$ cat src/rtl/data_mem_if.sv
// data_mem_if
// Groups the request/response signals of the data memory into one bundle.
// Signal names match the memory's documented port list.
//
// Requests (master -> slave):
//   read_ram        read request, sampled while the memory is ready
//   write_ram       write request, sampled while the memory is ready
//   ram_addr        word address shared by read and write (ADDR_W bits)
//   ram_write_data  write data (DATA_W bits)
//   byte_en         write byte lanes, bit k enables bits [8k+7:8k]
// Responses (slave -> master):
//   ram_out         registered read data
//   ram_valid       one-cycle pulse marking ram_out/addr_err valid
//   busy            high while the memory initialises itself
//   addr_err        out-of-range read flag, qualified by ram_valid
interface data_mem_if #(
  parameter int DATA_W = 32,
  parameter int ADDR_W = 32
);
  logic                  read_ram;
  logic                  write_ram;
  logic [ADDR_W-1:0]     ram_addr;
  logic [DATA_W-1:0]     ram_write_data;
  logic [DATA_W/8-1:0]   byte_en;
  logic [DATA_W-1:0]     ram_out;
  logic                  ram_valid;
  logic                  busy;
  logic                  addr_err;

  // The requester side drives requests and observes responses.
  modport master (
    output read_ram, write_ram, ram_addr, ram_write_data, byte_en,
    input  ram_out, ram_valid, busy, addr_err
  );

  // The memory side observes requests and drives responses.
  modport slave (
    input  read_ram, write_ram, ram_addr, ram_write_data, byte_en,
    output ram_out, ram_valid, busy, addr_err
  );
endinterface

$ cat src/rtl/data_mem.sv
// data_mem
// Word-addressed data memory with byte-lane writes and a registered
// one-cycle read. After reset it spends DEPTH cycles writing word i with
// the value i, and it ignores all requests while doing so.
//
// Ports:
//   clk    sole clock, rising edge
//   reset  asynchronous, active-high reset
//   bus    data_mem_if.slave carrying requests and responses
//
// Parameters:
//   DATA_W  data word width, multiple of 8 (default 32)
//   DEPTH   number of words, at least 2 (default 16)
//   ADDR_W  word address width (default 32)
//
// Optional feature macro: DATA_MEM_BYPASS_EN
//   Defined:   a read and write in the same cycle (they always share the
//              address) return the merged new word.
//   Undefined: the same case returns the pre-write word.
//   The array update is identical in both builds.
module data_mem #(
  parameter int DATA_W = 32,
  parameter int DEPTH  = 16,
  parameter int ADDR_W = 32
) (
  input logic      clk,
  input logic      reset,
  data_mem_if.slave bus
);

  localparam int IDX_W = (DEPTH > 1) ? $clog2(DEPTH) : 1;
  localparam int LANES = DATA_W / 8;

  typedef enum logic {
    INIT,
    READY
  } state_t;

  state_t             state_q;
  logic [IDX_W-1:0]   initCount_q;
  logic [DATA_W-1:0]  mem_q [DEPTH];
  logic [DATA_W-1:0]  ramOut_q;
  logic               ramValid_q;
  logic               addrErr_q;

  logic               inRange;
  logic [IDX_W-1:0]   idx;
  logic [DATA_W-1:0]  oldWord;
  logic [DATA_W-1:0]  mergedWord;
  logic [DATA_W-1:0]  ramOut_d;

  // Decode the shared address against the full address width so that
  // large addresses never alias into the array, then build the word a
  // write would leave behind (enabled lanes new, others old) and pick
  // the value a read returns this cycle.
  always_comb begin
    inRange    = (bus.ram_addr < ADDR_W'(DEPTH));
    idx        = bus.ram_addr[IDX_W-1:0];
    oldWord    = mem_q[idx];
    mergedWord = oldWord;
    for (int k = 0; k < LANES; k++) begin
      if (bus.byte_en[k]) begin
        mergedWord[8*k +: 8] = bus.ram_write_data[8*k +: 8];
      end
    end
    ramOut_d = '0;
    if (inRange) begin
`ifdef DATA_MEM_BYPASS_EN
      ramOut_d = bus.write_ram ? mergedWord : oldWord;
`else
      ramOut_d = oldWord;
`endif
    end
  end

  // Storage array. During INIT the counter walks the words and writes its
  // own value into each; in READY only in-range writes touch the array.
  // The array itself has no reset because INIT rewrites every word.
  always_ff @(posedge clk) begin
    if (state_q == INIT) begin
      mem_q[initCount_q] <= DATA_W'(initCount_q);
    end else if (bus.write_ram && inRange) begin
      mem_q[idx] <= mergedWord;
    end
  end

  // Control FSM and registered read response. INIT moves to READY on the
  // edge that writes the last word, so busy lasts exactly DEPTH cycles.
  // Requests seen in INIT are dropped, not queued. A read in READY always
  // produces a response one cycle later, flagged if out of range.
  always_ff @(posedge clk or posedge reset) begin
    if (reset) begin
      state_q     <= INIT;
      initCount_q <= '0;
      ramOut_q    <= '0;
      ramValid_q  <= 1'b0;
      addrErr_q   <= 1'b0;
    end else begin
      case (state_q)
        INIT: begin
          ramValid_q <= 1'b0;
          addrErr_q  <= 1'b0;
          if (initCount_q == IDX_W'(DEPTH - 1)) begin
            state_q     <= READY;
            initCount_q <= '0;
          end else begin
            initCount_q <= initCount_q + IDX_W'(1);
          end
        end
        READY: begin
          ramValid_q <= bus.read_ram;
          addrErr_q  <= bus.read_ram && !inRange;
          if (bus.read_ram) begin
            ramOut_q <= ramOut_d;
          end
        end
        default: begin
          state_q <= INIT;
        end
      endcase
    end
  end

  // Busy follows the state register directly, so reset raises it at once.
  assign bus.busy      = (state_q == INIT);
  assign bus.ram_out   = ramOut_q;
  assign bus.ram_valid = ramValid_q;
  assign bus.addr_err  = addrErr_q;

endmodule

$ cat src/flat_wrapper.sv
// flat-port wrapper written by rule: the top's interface ports become plain ports
module data_mem_flat 
#(
  parameter int DATA_W = 32,
  parameter int DEPTH  = 16,
  parameter int ADDR_W = 32
)
  (clk, reset, bus_read_ram, bus_write_ram, bus_ram_addr, bus_ram_write_data, bus_byte_en, bus_ram_out, bus_ram_valid, bus_busy, bus_addr_err);
  data_mem_if #(.DATA_W(DATA_W), .ADDR_W(ADDR_W)) bus_i ();
  input logic clk;
  input logic reset;
  input wire logic [$bits(bus_i.read_ram)-1:0] bus_read_ram;
  input wire logic [$bits(bus_i.write_ram)-1:0] bus_write_ram;
  input wire logic [$bits(bus_i.ram_addr)-1:0] bus_ram_addr;
  input wire logic [$bits(bus_i.ram_write_data)-1:0] bus_ram_write_data;
  input wire logic [$bits(bus_i.byte_en)-1:0] bus_byte_en;
  output wire logic [$bits(bus_i.ram_out)-1:0] bus_ram_out;
  output wire logic [$bits(bus_i.ram_valid)-1:0] bus_ram_valid;
  output wire logic [$bits(bus_i.busy)-1:0] bus_busy;
  output wire logic [$bits(bus_i.addr_err)-1:0] bus_addr_err;
  assign bus_i.read_ram = bus_read_ram;
  assign bus_i.write_ram = bus_write_ram;
  assign bus_i.ram_addr = bus_ram_addr;
  assign bus_i.ram_write_data = bus_ram_write_data;
  assign bus_i.byte_en = bus_byte_en;
  assign bus_ram_out = bus_i.ram_out;
  assign bus_ram_valid = bus_i.ram_valid;
  assign bus_busy = bus_i.busy;
  assign bus_addr_err = bus_i.addr_err;
  data_mem #(.DATA_W(DATA_W), .DEPTH(DEPTH), .ADDR_W(ADDR_W)) u_core (.clk(clk), .reset(reset), .bus(bus_i));
endmodule
$ cat config.mk
export PLATFORM = sky130hd
export DESIGN_NAME = data_mem_flat
export DESIGN_NICKNAME = d
export VERILOG_FILES = /design/src/rtl/data_mem_if.sv /design/src/rtl/data_mem.sv /design/src/flat_wrapper.sv
export SDC_FILE = /design/constraint.sdc
export NUM_CORES = 1
export LEC_CHECK = 0
export ABC_CLOCK_PERIOD_IN_PS = 5600
export BUFFER_PORTS_ARGS = -buffer_cell sky130_fd_sc_hd__buf_2
export CORE_UTILIZATION = 60
export CTS_CLUSTER_SIZE = 40
export DETAILED_ROUTE_END_ITERATION = 10
export GPL_TIMING_DRIVEN = 0
export PLACE_DENSITY_LB_ADDON = 0.12
export SYNTH_ARGS = -nofsm -noshare
export SYNTH_HDL_FRONTEND = slang
export SYNTH_SLANG_ARGS = --single-unit
$ cat constraint.sdc
create_clock -name clk -period 5.6 [get_ports clk]
set_input_delay 0.56 -clock clk [delete_from_list [all_inputs] [get_ports clk]]
set_output_delay 0.56 -clock clk [all_outputs]
set_load 0.02 [all_outputs]
==> metrics.txt <==
vias in the first global route=around 12,000; Top FF cell, synth=edfxtp_1; vias per cell=roughly 6.7; Setup WS pre-CTS=around 1.6 ns; Mapped Cells=1,046; reg2reg setup slack=between 1.5 and 2 ns; dpl cells=around 1,700; hold path depth=1; Period Utilization, post-route=between 60% and 70%; most common cell after layout, fill and taps aside=edfxtp_1; Critical Path Start=u_core.state_q$_DFF_PP0_; r2r worst-path depth=7; Seq cells post-synth=roughly 550; setup clock skew after layout=0.0121 ns; CTS root buffer=clkbuf_16; Reg-to-Reg Start=u_core.state_q$_DFF_PP0_; CTS max path bufs=3; Antenna Cells=0; GRT Total Usage=between 30% and 40%; Max-Cap Viols=0; Initial Util=around three fifths; Port Buffers=approximately 100; Util after Layout=between 70% and 80%; Non-Filler Instances=around 1,800; worst slew pin tran=1.20 ns; Worst Path Arrival=3.90 ns; Synth Cell Area=0.0214 mm²; dpl hpwl=approximately 35,000 µm; largest net degree at the start of global routing=28; total gr overflow=0; CTS sink cnt=between 500 and 600; drt drc=0; Int Pwr=6.43 mW; commonest non-fill, non-tap cells in the layout=edfxtp_1 (512), mux4_2 (128), buf_2 (119), nand2_1 (91), a22oi_1 (56); crit end category=register; sequential area share after synthesis=between 70% and 80%; Final Setup Violations=0; Worst Setup Start Kind=register; setup TNS=0 ns; Net Sw Power=between 1.5 and 2 mW; maximum clock rate=between 0.2 and 0.3 GHz; r2r endpoint=u_core.mem_q[13][10]$_DFFE_PP_; sequential share of power=55.0%; syn_nets=1,119; share of layout cells above drive strength 1=a little under a third; minimum clock period=between 3 and 4 ns; final total power=about 8.1 mW; CP max stage cell=o31ai_4; cts bufs inserted=53; Synth async-reset ratio=7.08%; Worst Path Buf+Inv=4; crit-path max cell delay=~1.0 ns; CP required=around 5.9 ns; router iterations before antenna repair=5; antenna viol nets, final=0; Crit Path Class=reg -> reg; Final Hold Viols=0; Hold Path Class=reg -> reg; Gate power share=3.2%; Hold-fix buffers, CTS=1; pwr dens=approximately 320 mW/mm²; Post-synth EDFFs=512; main area contributors after synthesis=edfxtp_1 (72%), mux4_2 (13%), dfrtp_1 (4.6%); DR WL/cell=slightly above 30 µm; dpl cell area=roughly 0.023 mm²; Synth Warn #=0; clock share of power=roughly two fifths; post-CTS setup buffers=0; cell row count=between 60 and 70; Die Y=between 150 and 200 µm; Area Overhead vs Synth=17.1%; RePlAce Congestion=0.851; worst-path cell chain=buf_2 > nand2_1 > or3_1 > clkbuf_1 > o31ai_4 > buf_8 > buf_16; status=completed; CP delay by family, top=buffers and inverters; worst rel slew slack=around a fifth; Worst Hold End=u_core.bus.ram_out[9]$_DFFE_PP0P_; NumNets Final=roughly 1,300; TritonCTS clock tree=yes; Clock transition at path regs=approximately 0.06 ns; CTS resizes=0; worst hold slack=approximately 0.50 ns; routed vias=~12,000; critical path peak fanout=12; aggregate routed wire length=roughly 54,000 µm; RSZ-0062 raised after global routing=no; die area=0.0365 mm²; clock latency on the worst-skew pair=approximately 0.6 ns; Net Sw Frac=between 20% and 30%; Hold Path Origin=u_core.bus.ram_out[9]$_DFFE_PP0P_; Yosys top cell area share=between 70% and 80%; Synth area leader=edfxtp_1; H-tree depth=2; CORE AREA=~0.035 mm²; Final Cell Area=0.0251 mm²; mean area per synthesized cell=around 20 µm²; fin. max-slew vios=0; Max VDD drop=approximately 0.24 mV; Layout fillers=2,098; first-pass GRT wire length=78,300 µm; setup ws final=1.99 ns; DR iter-0 viols=~1,500; antenna violations before repair=0; # IOs=between 100 and 150; Leakage=9.56 nW; Distinct cells, synth=33; Die Wd=191 µm
[Yosys cell counts (2+ instances only)]
cell type / number
buf_6: 7
a41o_1: 4
o31ai_1: 16
clkbuf_1: 33
edfxtp_1: 512
o41ai_1: 3
nor4_2: 3
nand4_1: 5
nor2_1: 13
and2_1: 5
nand2b_1: 3
o2bb2ai_1: 24
inv_1: 7
nand3_1: 6
nor2b_1: 3
nor4_1: 8
o21ai_0: 3
buf_1: 7
buf_2: 17
o31a_1: 4
mux4_2: 128
nand2_1: 91
dfrtp_1: 39
a21oi_1: 9
nor3_1: 2
a22o_1: 32
a22oi_1: 56
[state kept, by name, summed over array words and instances (netlist names)]
signal / flops
u_core.mem_q: 512
u_core.bus.ram_out: 32
u_core.initCount_q: 4
u_core.bus.addr_err: 1
u_core.bus.ram_valid: 1
u_core.state_q: 1
[logic make-up after synthesis]
family	after synthesis	share of synthesized area (%)
AOI/OAI and AO/OA	151	5.56
xor gates and xnor gates	1	0.0409
adders and majority gates	1	0.0583
buffers and inverters	72	1.62
DFF	551	76.3
muxes	129	13.5
and+or+nand+nor	141	2.96
[how the worst max path moves through the flow]
stage | endpoint | slack [ns] | depth (start not counted)
6_report | u_core.mem_q[13][10]$_DFFE_PP_ | 1.99 | 7
5_1_grt | u_core.mem_q[3][14]$_DFFE_PP_ | 1.86 | 6
4_1_cts | u_core.mem_q[13][10]$_DFFE_PP_ | 2.00 | 7
3_5_place_dp | u_core.mem_q[4][22]$_DFFE_PP_ | 1.57 | 10
3_3_place_gp | u_core.mem_q[4][22]$_DFFE_PP_ | -5.26 | 6
2_1_floorplan | u_core.mem_q[4][0]$_DFFE_PP_ | 0.21 | 5
[area by class of cell]
| cell class | instances | area (µm²) | share of cell area, % |
|---|---|---|---|
| flip-flops and latches | 551 | 16400 | 65.1 |
| multi-input cells | 423 | 4950 | 19.7 |
| repair buffers | 154 | 1270 | 5.04 |
| clock buffers | 73 | 1450 | 5.79 |
| inverters | 7 | 26.3 | 0.105 |
| well taps | 455 | 569 | 2.27 |
| plain buffers | 65 | 322 | 1.28 |
| clock inverters | 27 | 175 | 0.698 |
[power groups by stage]
stage               Clock (mW)  Sequential (mW)  Combinational, mW
CTS                       3.39             4.43              0.259
finish                    3.37             4.43              0.259
global route              3.54             4.43              0.272
detailed placement           0             4.52              0.257
floorplan                    0             4.52              0.143
global placement             0             4.52              0.248
[worst register-to-register path: cells and delay by family (launching register included)]
family / cells / cell delay, ns
compound gates: 1 / 1.01
buf+inv: 4 / 1.16
flops: 1 / 0.32
simple gates: 2 / 0.83
[metal layers]
layer	GRT usage [%]	wire length (µm)	part of all wire, %
met5	0	0	0
met2	48.6	26100	48
met4	8.95	1400	2.6
met3	6.90	5190	9.6
met1	44.7	21500	40
Note: power is estimated with default switching activity, not from simulation.
